File: src/rtl/xpu_vpu_pc_tn_vlsu_fp_elem_cls.sv
// Combinational NaN classifier for one IEEE-754 element.
// The sign bit is not needed, so only exponent and mantissa are taken.
module xpu_vpu_pc_tn_vlsu_fp_elem_cls #(
    parameter int unsigned EXPONENT_SIZE = 8,
    parameter int unsigned MANTISSA_SIZE = 23
) (
    input  logic [EXPONENT_SIZE+MANTISSA_SIZE-1:0] exp_man,
    output logic                                   is_qnan,
    output logic                                   is_snan
);

    logic [EXPONENT_SIZE-1:0] exp_f;
    logic [MANTISSA_SIZE-1:0] man_f;
    logic                     is_nan;

    // NaN: exponent all ones with a nonzero mantissa; mantissa MSB picks quiet/signalling
    always_comb begin
        exp_f   = exp_man[MANTISSA_SIZE +: EXPONENT_SIZE];
        man_f   = exp_man[MANTISSA_SIZE-1:0];
        is_nan  = (&exp_f) & (|man_f);
        is_qnan = is_nan & man_f[MANTISSA_SIZE-1];
        is_snan = is_nan & ~man_f[MANTISSA_SIZE-1];
    end

endmodule

File: config.mk
export PLATFORM = sky130hd
export DESIGN_NAME = xpu_vpu_pc_tn_vlsu_fp_elem_cls
export DESIGN_NICKNAME = d
export VERILOG_FILES = /design/src/rtl/xpu_vpu_pc_tn_vlsu_fp_elem_cls.sv
export SDC_FILE = /design/constraint.sdc
export NUM_CORES = 1
export LEC_CHECK = 0
export CAP_MARGIN = 10
export CORE_AREA = 2 2 39 41
export DETAILED_ROUTE_END_ITERATION = 12
export DIE_AREA = 0 0 41 43
export GPL_ROUTABILITY_DRIVEN = 0
export SYNTH_ARGS = -nofsm -noshare
export SYNTH_HDL_FRONTEND = slang
export SYNTH_SLANG_ARGS = --single-unit
File: constraint.sdc
create_clock -name vclk -period 1
set_clock_uncertainty 0.1 [all_clocks]
set_input_delay 0.2 -clock vclk [all_inputs]
set_output_delay 0.2 -clock vclk [all_outputs]
set_load 0.05 [all_outputs]
Yosys cells after proc, flatten, opt, wreduce, memory -nomap -nowiden:

Cells that the tools add are included.
Widths: inputs -> output; s select.

* register bits: 0
* bits of input ports: 31
* word-level logic and storage cells: 6
* output and inout port bits: 2

* reduce and logical (&&, ||, !) cells: 2
* bitwise gates (word level): 4

Operator list (count)
* $reduce_or 23->1: 1
* $reduce_and 8->1: 1
* $and 1x1->1: 3
* $not 1->1: 1

Logic depth before layout (Yosys ltp):

Gate-level depths: netlist of run 1.

* depth in word-level cells: 3
* depth in mapped cells: 3
* mapped depth without buffers: 3

Worst setup path before layout of run 1:

No wires, ideal clock.

* path kind: input port to output port
* start: in exp_man[25]
* end: out is_snan
* path slack: -0.753 ns
* data arrival time: 1.453 ns
* stages: 3
* path buffers: 0
* cell sequence: nand4_1 > or3_1 > a31oi_1

* longest elaborated chain between the ends: 3

Ends and longest elaborated chain
* start: declaration: RTL line 7 `input logic [EXPONENT_SIZE+MANTISSA_SIZE-1:0] exp_man,`
* $reduce_and 8->1: RTL line 20 `is_nan = (&exp_f) & (|man_f);`
* $and 1x1->1: RTL line 20
* $and 1x1->1: RTL line 22 `is_snan = is_nan & ~man_f[MANTISSA_SIZE-1];`
* end: declaration: RTL line 9 `output logic is_snan`

Every way passes these cells.

Worst setup path in the final report of run 1:

* start: in exp_man[15]
* end: out is_snan

* longest elaborated chain between the ends: 3

Ends and longest elaborated chain (RTL line)
* $reduce_or 23->1: 20
* $and 1x1->1: 20
* $and 1x1->1: 22

Every way passes these cells.

==> flow_summary.ini, run 1 <==
[synth]
synth_top_family_by_area = simple AND/OR/NAND/NOR gates
yosysSeqAreaShare_pct = 0
syn_avg_cell_area_um2 = 6.064
synthCells = 13
distinct_cells_synth = 7
synth-compound-area-share_pct = 7.937
synth_top_cells_by_area = sky130_fd_sc_hd__nor4_1 40%, sky130_fd_sc_hd__nand4_1 16%, sky130_fd_sc_hd__nor3_1 13%
synth_largest_type_area_fraction_pct = 39.68
yosys.area_share.adder_pct = 0
synthTopCellsByCount = 5 x sky130_fd_sc_hd__nor4_1, 2 x sky130_fd_sc_hd__nand4_1, 2 x sky130_fd_sc_hd__nor3_1
yosys.area.top_type = sky130_fd_sc_hd__nor4_1
yosys_warnings = 0
synth.area.mux_share_pct = 0
synth.net_count = 44
post_synth_instance_area_um2 = 78.83
synth_xor_xnor_area_share_pct = 0
yosys.cell_count.top_type = sky130_fd_sc_hd__nor4_1
simple_gate_share_of_the_synthesized_area_pct = 87.30

[placed_design]
placement.io_buffers = 33
place_area_um2 = 504.2
instance_count_after_placement_with_tap_cells_included = 66
dp_worst_setup_slack_ps = -799.8
place_hpwl_um = 579.5

[power]
worst_ir_drop_vdd_mv = 0.05819
p_per_area_nw_per_um2 = 232.9
power_leakage_nw = 0.2135
power.total_mw = 0.1101

[setup_path]
cpPeakStageDelay_ps = 250
crit_path_start_kind = primary input
crit_fanout = 1
cpMaxStageDelayCell = sky130_fd_sc_hd__and4_1
end_kind = output port
path_class = in -> out
timing.critical_path.cells = dlygate4sd2_1, nor3_1, and4_1, a31oi_4, buf_12
critical_path.n_buffers_inverters = 2
cp.required_ps = 700
crit_family = simple AND/OR/NAND/NOR gates
critPathArrivalTime_ps = 1100

[global_route]
vias_in_the_first_global_route = 244
grt_start_max_net_pins = 4
number_of_antenna_violations_at_the_first_check_in_global_routing = 0
groute.usage.overall_pct = 6.800
globalRoute.totalOverflow = 0
grt_pass1_wl_um = 897

[route]
drtAntennaViolNets = 0
vias = 260
drtPass1Iterations = 1
vias_per_instance = 3.939
drt-initial-drc-count = 0
finalWirelength_um = 648
detail_route.wl_per_cell_um = 9.818
post-route-drc-count = 0

[layout]
final_nets = 83
sequential_cell_area_um2 = 0
fraction_of_layout_cells_with_a_size_suffix_above_1_pct = 60.00
diodes = 0
n_clock_buffer = 0
fin_util_pct = 34.18
syn_to_final_growth_pct = 500.0
n_sequential_cell = 0
stdcell_count = 66
final_design_area_no_fill_um2 = 473.0

[clocking]
postCtsHoldBufs = 0

[sta]
rel_slew_slack_pct = 84.99
finalCritPeriodShare_pct = 140.3
setup_repair_after_global_routing_missed_its_margin = true
finalHoldWorstSlack_ps = 688.6
final.min_clock_period_ps = 1403
tightest_slew_ps = 223.2
finalSetupTns_ps = -579.0
report.final.hold_viol_count = 0
post-route-worst-setup-slack_ps = -403.4
drv_slew = 0
report.final.setup_viol = 2
max_clock_freq_ghz = 0.7126

[min_path]
hold_path.class = in -> out

[flow_run]
max-cap-violations = 0

[floorplanning]
ios = 33
design.die.area_um2 = 1763
start_util_pct = 5.696
placeableCoreArea_um2 = 1384
die-width_um = 41
die_y_um = 43
core.rowCount = 14

[outcome]
run_status = complete, but fails checks
violations_in_the_final_reports = setup timing
-- power breakdown --
part / switching, mW / total (mW) / internal, mW
registers: 0 / 0 / 0
clock network: 0 / 0 / 0
logic: 0.0301 / 0.110 / 0.0800
-- final cells by class --
| type | instances | area, um2 |
|---|---|---|
| fillers | 152 | 910.9 |
| inverters | 1 | 3.754 |
| multi-input cells | 12 | 125.1 |
| well taps | 16 | 20.02 |
| repair buffers | 37 | 324.1 |
-- cells in the final DEF (no fill, tap or decap) --
master / count
sky130_fd_sc_hd__buf_12: 2
sky130_fd_sc_hd__nor3_1: 1
sky130_fd_sc_hd__inv_1: 1
sky130_fd_sc_hd__nor3_4: 1
sky130_fd_sc_hd__and4_1: 1
sky130_fd_sc_hd__buf_6: 7
sky130_fd_sc_hd__buf_2: 11
sky130_fd_sc_hd__nor4_1: 2
sky130_fd_sc_hd__a31oi_4: 1
sky130_fd_sc_hd__nand4_1: 2
sky130_fd_sc_hd__clkdlybuf4s15_1: 5
sky130_fd_sc_hd__dlygate4sd2_1: 8
sky130_fd_sc_hd__or3_4: 1
sky130_fd_sc_hd__buf_4: 4
sky130_fd_sc_hd__nor4_2: 3
-- cell families (layout without fill, tap and decap cells) --
logic type / after synthesis / count (layout)
AOI/OAI and AO/OA: 1 / 1
and+or+nand+nor: 11 / 11
buffers and inverters: 1 / 38
-- per-layer routing --
layer / part of all wire, % / GRT usage [%] / up-vias
met2: 51 / 14.37 / 15
met3: 17 / 1.047 / 0
met5: 0 / 0 / -
li1: - / - / 133
met1: 32 / 6.349 / 112
met4: 0 / 0 / 0
-- final timing paths --
path        start  endpoint  slack [ps]  cells past startpoint
max   exp_man[15]   is_snan        -400                      5
min   exp_man[22]   is_qnan         690                      4
-- timing repair --
| action | in CTS | in global routing |
|---|---|---|
| pin swaps | 12 | 4 |
| cloned | 0 | 0 |
| gates resized for setup | 81 | 4 |
| buffers inserted | 1 | 1 |
| setup endpoints to repair | 2 | 2 |
Power figures use the tool's default switching activity.
==> inputs of run 2 (changes only) <==
--- a/config.mk
+++ b/config.mk
@@ -6,9 +6,9 @@
 export NUM_CORES = 1
 export LEC_CHECK = 0
 export CAP_MARGIN = 10
-export CORE_AREA = 2 2 39 41
+export CORE_AREA = 4 4 41 43
 export DETAILED_ROUTE_END_ITERATION = 12
-export DIE_AREA = 0 0 41 43
+export DIE_AREA = 0 0 45 47
 export GPL_ROUTABILITY_DRIVEN = 0
 export SYNTH_ARGS = -nofsm -noshare
 export SYNTH_HDL_FRONTEND = slang
==> flow_summary.ini, run 2 (synthesized netlist as in run 1, its figures left out) <==
[outcome]
run_status = complete, but fails checks
violations_in_the_final_reports = setup timing

[route]
drtAntennaViolNets = 0
post-route-drc-count = 0
vias = 266
detail_route.wl_per_cell_um = 11.69
drt-initial-drc-count = 0
vias_per_instance = 4.092
finalWirelength_um = 760
drtPass1Iterations = 1

[setup_path]
cp.required_ps = 700
crit_path_start_kind = primary input
path_class = in -> out
crit_fanout = 1
end_kind = output port
critPathArrivalTime_ps = 1090

[sta]
report.final.hold_viol_count = 0
tightest_slew_ps = 228.7
max_clock_freq_ghz = 0.7193
final.min_clock_period_ps = 1390
finalCritPeriodShare_pct = 139.0
finalHoldWorstSlack_ps = 694.0
post-route-worst-setup-slack_ps = -390.2
finalSetupTns_ps = -572.4
setup_repair_after_global_routing_missed_its_margin = true
rel_slew_slack_pct = 84.62
drv_slew = 0
report.final.setup_viol = 2

[clocking]
postCtsHoldBufs = 0

[layout]
sequential_cell_area_um2 = 0
layout_common_cells = 10 x sky130_fd_sc_hd__buf_6, 9 x sky130_fd_sc_hd__dlygate4sd2_1, 8 x sky130_fd_sc_hd__buf_2
fraction_of_layout_cells_with_a_size_suffix_above_1_pct = 58.00
fin_util_pct = 37.12
layout.cells.most_common = sky130_fd_sc_hd__buf_6
n_sequential_cell = 0
n_clock_buffer = 0
stdcell_count = 65
diodes = 0
syn_to_final_growth_pct = 512.7
final_nets = 83

[global_route]
vias_in_the_first_global_route = 263
globalRoute.totalOverflow = 0
grt_pass1_wl_mm = 1.173
grt_start_max_net_pins = 4
number_of_antenna_violations_at_the_first_check_in_global_routing = 0
groute.usage.overall_pct = 7.559

[floorplanning]
die_y_um = 47
start_util_pct = 6.058
core.rowCount = 13
die-width_um = 45
ios = 33
design.die.area_um2 = 2115
placeableCoreArea_um2 = 1301

[placed_design]
placement.io_buffers = 33
instance_count_after_placement_with_tap_cells_included = 65

[power]
worst_ir_drop_vdd_mv = 0.09059
power_leakage_nw = 0.2201
p_per_area_nw_per_um2 = 239.8

[flow_run]
max-cap-violations = 0

[min_path]
hold_path.class = in -> out
run 2: cell types whose count changed in the layout (fill, tap and decap cells not counted):
cell / change
sky130_fd_sc_hd__nor4_2: -1
sky130_fd_sc_hd__buf_2: -3
sky130_fd_sc_hd__dlygate4sd2_1: +1
sky130_fd_sc_hd__clkdlybuf4s15_1: -1
sky130_fd_sc_hd__buf_6: +3
sky130_fd_sc_hd__nor4_1: +1
run 2: worst paths after layout:
kind	slack, ps	cells after the start	to	from
worst max-delay path	-390	5	is_snan	exp_man[8]
worst min-delay path	690	4	is_snan	exp_man[22]
run 2: layout make-up:
class / count / area [um2]
Tap cell: 15 / 18.77
Multi-Input combinational cell: 12 / 118.9
Timing Repair Buffer: 37 / 341.6
Fill cell: 154 / 818.3
Inverter: 1 / 3.754
run 2: timing repair:
item / 4_1_cts / 5_1_grt
gates resized for setup: 80 / 5
pin swaps: 12 / 2
setup buffers: 1 / 1
endpoints found under the setup margin: 2 / 2
hold endpoints to repair: 0 / 0
run 2: through the flow:
step,worst slack [ps],power (mW),area [um2]
global placement,-779.1,0.1362,503.0
CTS,-399.9,0.1039,451.7
detailed placement,-787.6,0.1380,503.0
finish,-390.2,0.1158,483.0
global route,-456.0,0.1240,483.0
floorplan,-363.2,0.009379,103.9
run 2: where the power goes:
group	total [mW]	internal, mW	switching (mW)
sequential	0	0	0
clock	0	0	0
combinational	0.116	0.0862	0.0296
total	0.116	0.0862	0.0296
run 2: worst max-delay path, cell delays in order:
cell and delay, ps:
sky130_fd_sc_hd__dlygate4sd2_1 230, sky130_fd_sc_hd__nor4_1 270, sky130_fd_sc_hd__buf_4 160, sky130_fd_sc_hd__a31oi_4 80, sky130_fd_sc_hd__buf_12 160
run 2: metal layers:
metal  wire [um]  up-vias  global-route usage (%)
met3          79        0                   1.149
met2         483       14                   16.95
met1         197      118                   7.432
li1            -      134                       -
met4           0        0                       0
met5           0        -                       0
==> inputs of run 3 (changes only) <==
==> constraint.sdc (replaced) <==
create_clock -name vclk -period 1.2
set_clock_uncertainty 0.1 [all_clocks]
set_input_delay 0.24 -clock vclk [all_inputs]
set_output_delay 0.24 -clock vclk [all_outputs]
set_load 0.05 [all_outputs]
==> flow_summary.ini, run 3 (synthesized netlist as in run 1, its figures left out) <==
[outcome]
run_status = complete, but fails checks
violations_in_the_final_reports = setup timing

[min_path]
hold_path.class = in -> out

[layout]
final_nets = 83
n_clock_buffer = 0
layout_common_cells = 9 x sky130_fd_sc_hd__buf_2, 9 x sky130_fd_sc_hd__buf_6, 7 x sky130_fd_sc_hd__dlygate4sd2_1
sequential_cell_area_um2 = 0
diodes = 0
fill_cells = 149
area_occupied_by_multi_input_gates_um2 = 125.1
fin_util_pct = 37.31
stdcell_count = 65
fraction_of_layout_cells_with_a_size_suffix_above_1_pct = 60.00
n_sequential_cell = 0
syn_to_final_growth_pct = 515.9

[route]
detail_route.wl_per_cell_um = 11.31
post-route-drc-count = 0
drt-initial-drc-count = 0
vias = 263
vias_per_instance = 4.046
drtPass1Iterations = 1
drtAntennaViolNets = 0
finalWirelength_um = 735

[power]
p_per_area_nw_per_um2 = 198.8
worst_ir_drop_vdd_mv = 0.08412
comb_power_share_pct = 100.0
power_leakage_nw = 0.2170
internal-power_mw = 0.07107
sequentialPowerShare_pct = 0
share_of_total_power_consumed_by_net_switching_pct = 26.35
share_clk_of_total_power_pct = 0
total_net_switching_power_mw = 0.02543

[floorplanning]
start_util_pct = 6.058
placeableCoreArea_um2 = 1301
ios = 33
design.die.area_um2 = 2115
core.rowCount = 13
die_y_um = 47
die-width_um = 45

[placed_design]
instance_count_after_placement_with_tap_cells_included = 65
place_hpwl_um = 650.8
placement.io_buffers = 33

[setup_path]
path_class = in -> out
crit_fanout = 2
end_kind = output port
crit_path_start_kind = primary input
cp.required_ps = 860
critPathArrivalTime_ps = 1130

[global_route]
globalRoute.totalOverflow = 0
groute.usage.overall_pct = 7.795
vias_in_the_first_global_route = 277
number_of_antenna_violations_at_the_first_check_in_global_routing = 0
grt_start_max_net_pins = 4
grt_pass1_wl_mm = 1.228

[clocking]
postCtsHoldBufs = 0

[sta]
max_clock_freq_ghz = 0.6797
report.final.setup_viol = 2
finalSetupTns_ps = -328.4
post-route-worst-setup-slack_ps = -271.2
final.min_clock_period_ps = 1471
setup_repair_after_global_routing_missed_its_margin = true
rel_slew_slack_pct = 85.15
report.final.hold_viol_count = 0
tightest_slew_ps = 220.7
drv_slew = 0
finalCritPeriodShare_pct = 122.6

[flow_run]
max-cap-violations = 0
[run 3: power groups by stage]
stage	combinational, mW	clock [mW]	sequential (mW)
2_1_floorplan	0.00782	0	0
3_3_place_gp	0.113	0	0
3_5_place_dp	0.115	0	0
4_1_cts	0.0888	0	0
5_1_grt	0.104	0	0
6_report	0.0965	0	0
[run 3: timing repair]
item,CTS,global route
pin swaps,12,2
setup endpoints to repair,2,2
setup buffers,1,0
gates resized for setup,83,4
[run 3: cell type report]
class                      instances  share of cell area, %
inverter                           1                 0.7732
multi-input combinational         12                  25.77
timing repair buffer              37                  69.59
tap                               15                  3.866
[run 3: critical path: stages]
cell and delay (ps):
sky130_fd_sc_hd__buf_6 60, sky130_fd_sc_hd__nand4_1 110, sky130_fd_sc_hd__or3_4 390, sky130_fd_sc_hd__a31oi_4 170, sky130_fd_sc_hd__buf_12 150
[run 3: final timing paths]
| path | startpoint | end | depth (start not counted) |
|---|---|---|---|
| min | exp_man[22] | is_snan | 4 |
| max | exp_man[24] | is_snan | 5 |
[run 3: through the flow]
step / total power [mW] / instance area [um2] / hold WS (ps) / setup WS, ps
after CTS: 0.08876 / 460.4 / 775.8 / -277.3
final: 0.09649 / 485.5 / 774.3 / -271.2
after floorplan: 0.007816 / 103.9 / 539.9 / -243.2
after global routing: 0.1036 / 485.5 / 799.1 / -336.0
after detailed placement: 0.1150 / 503.0 / 1102 / -661.6
after global placement: 0.1135 / 503.0 / 1103 / -659.1
[run 3: routing by layer]
| metal | global-route usage [%] | vias to the layer above | share of wire (%) |
|---|---|---|---|
| met5 | 0 | - | 0 |
| li1 | - | 133 | - |
| met2 | 16.95 | 14 | 64 |
| met3 | 0.3831 | 0 | 7.9 |
| met1 | 8.559 | 116 | 28 |
| met4 | 0 | 0 | 0 |
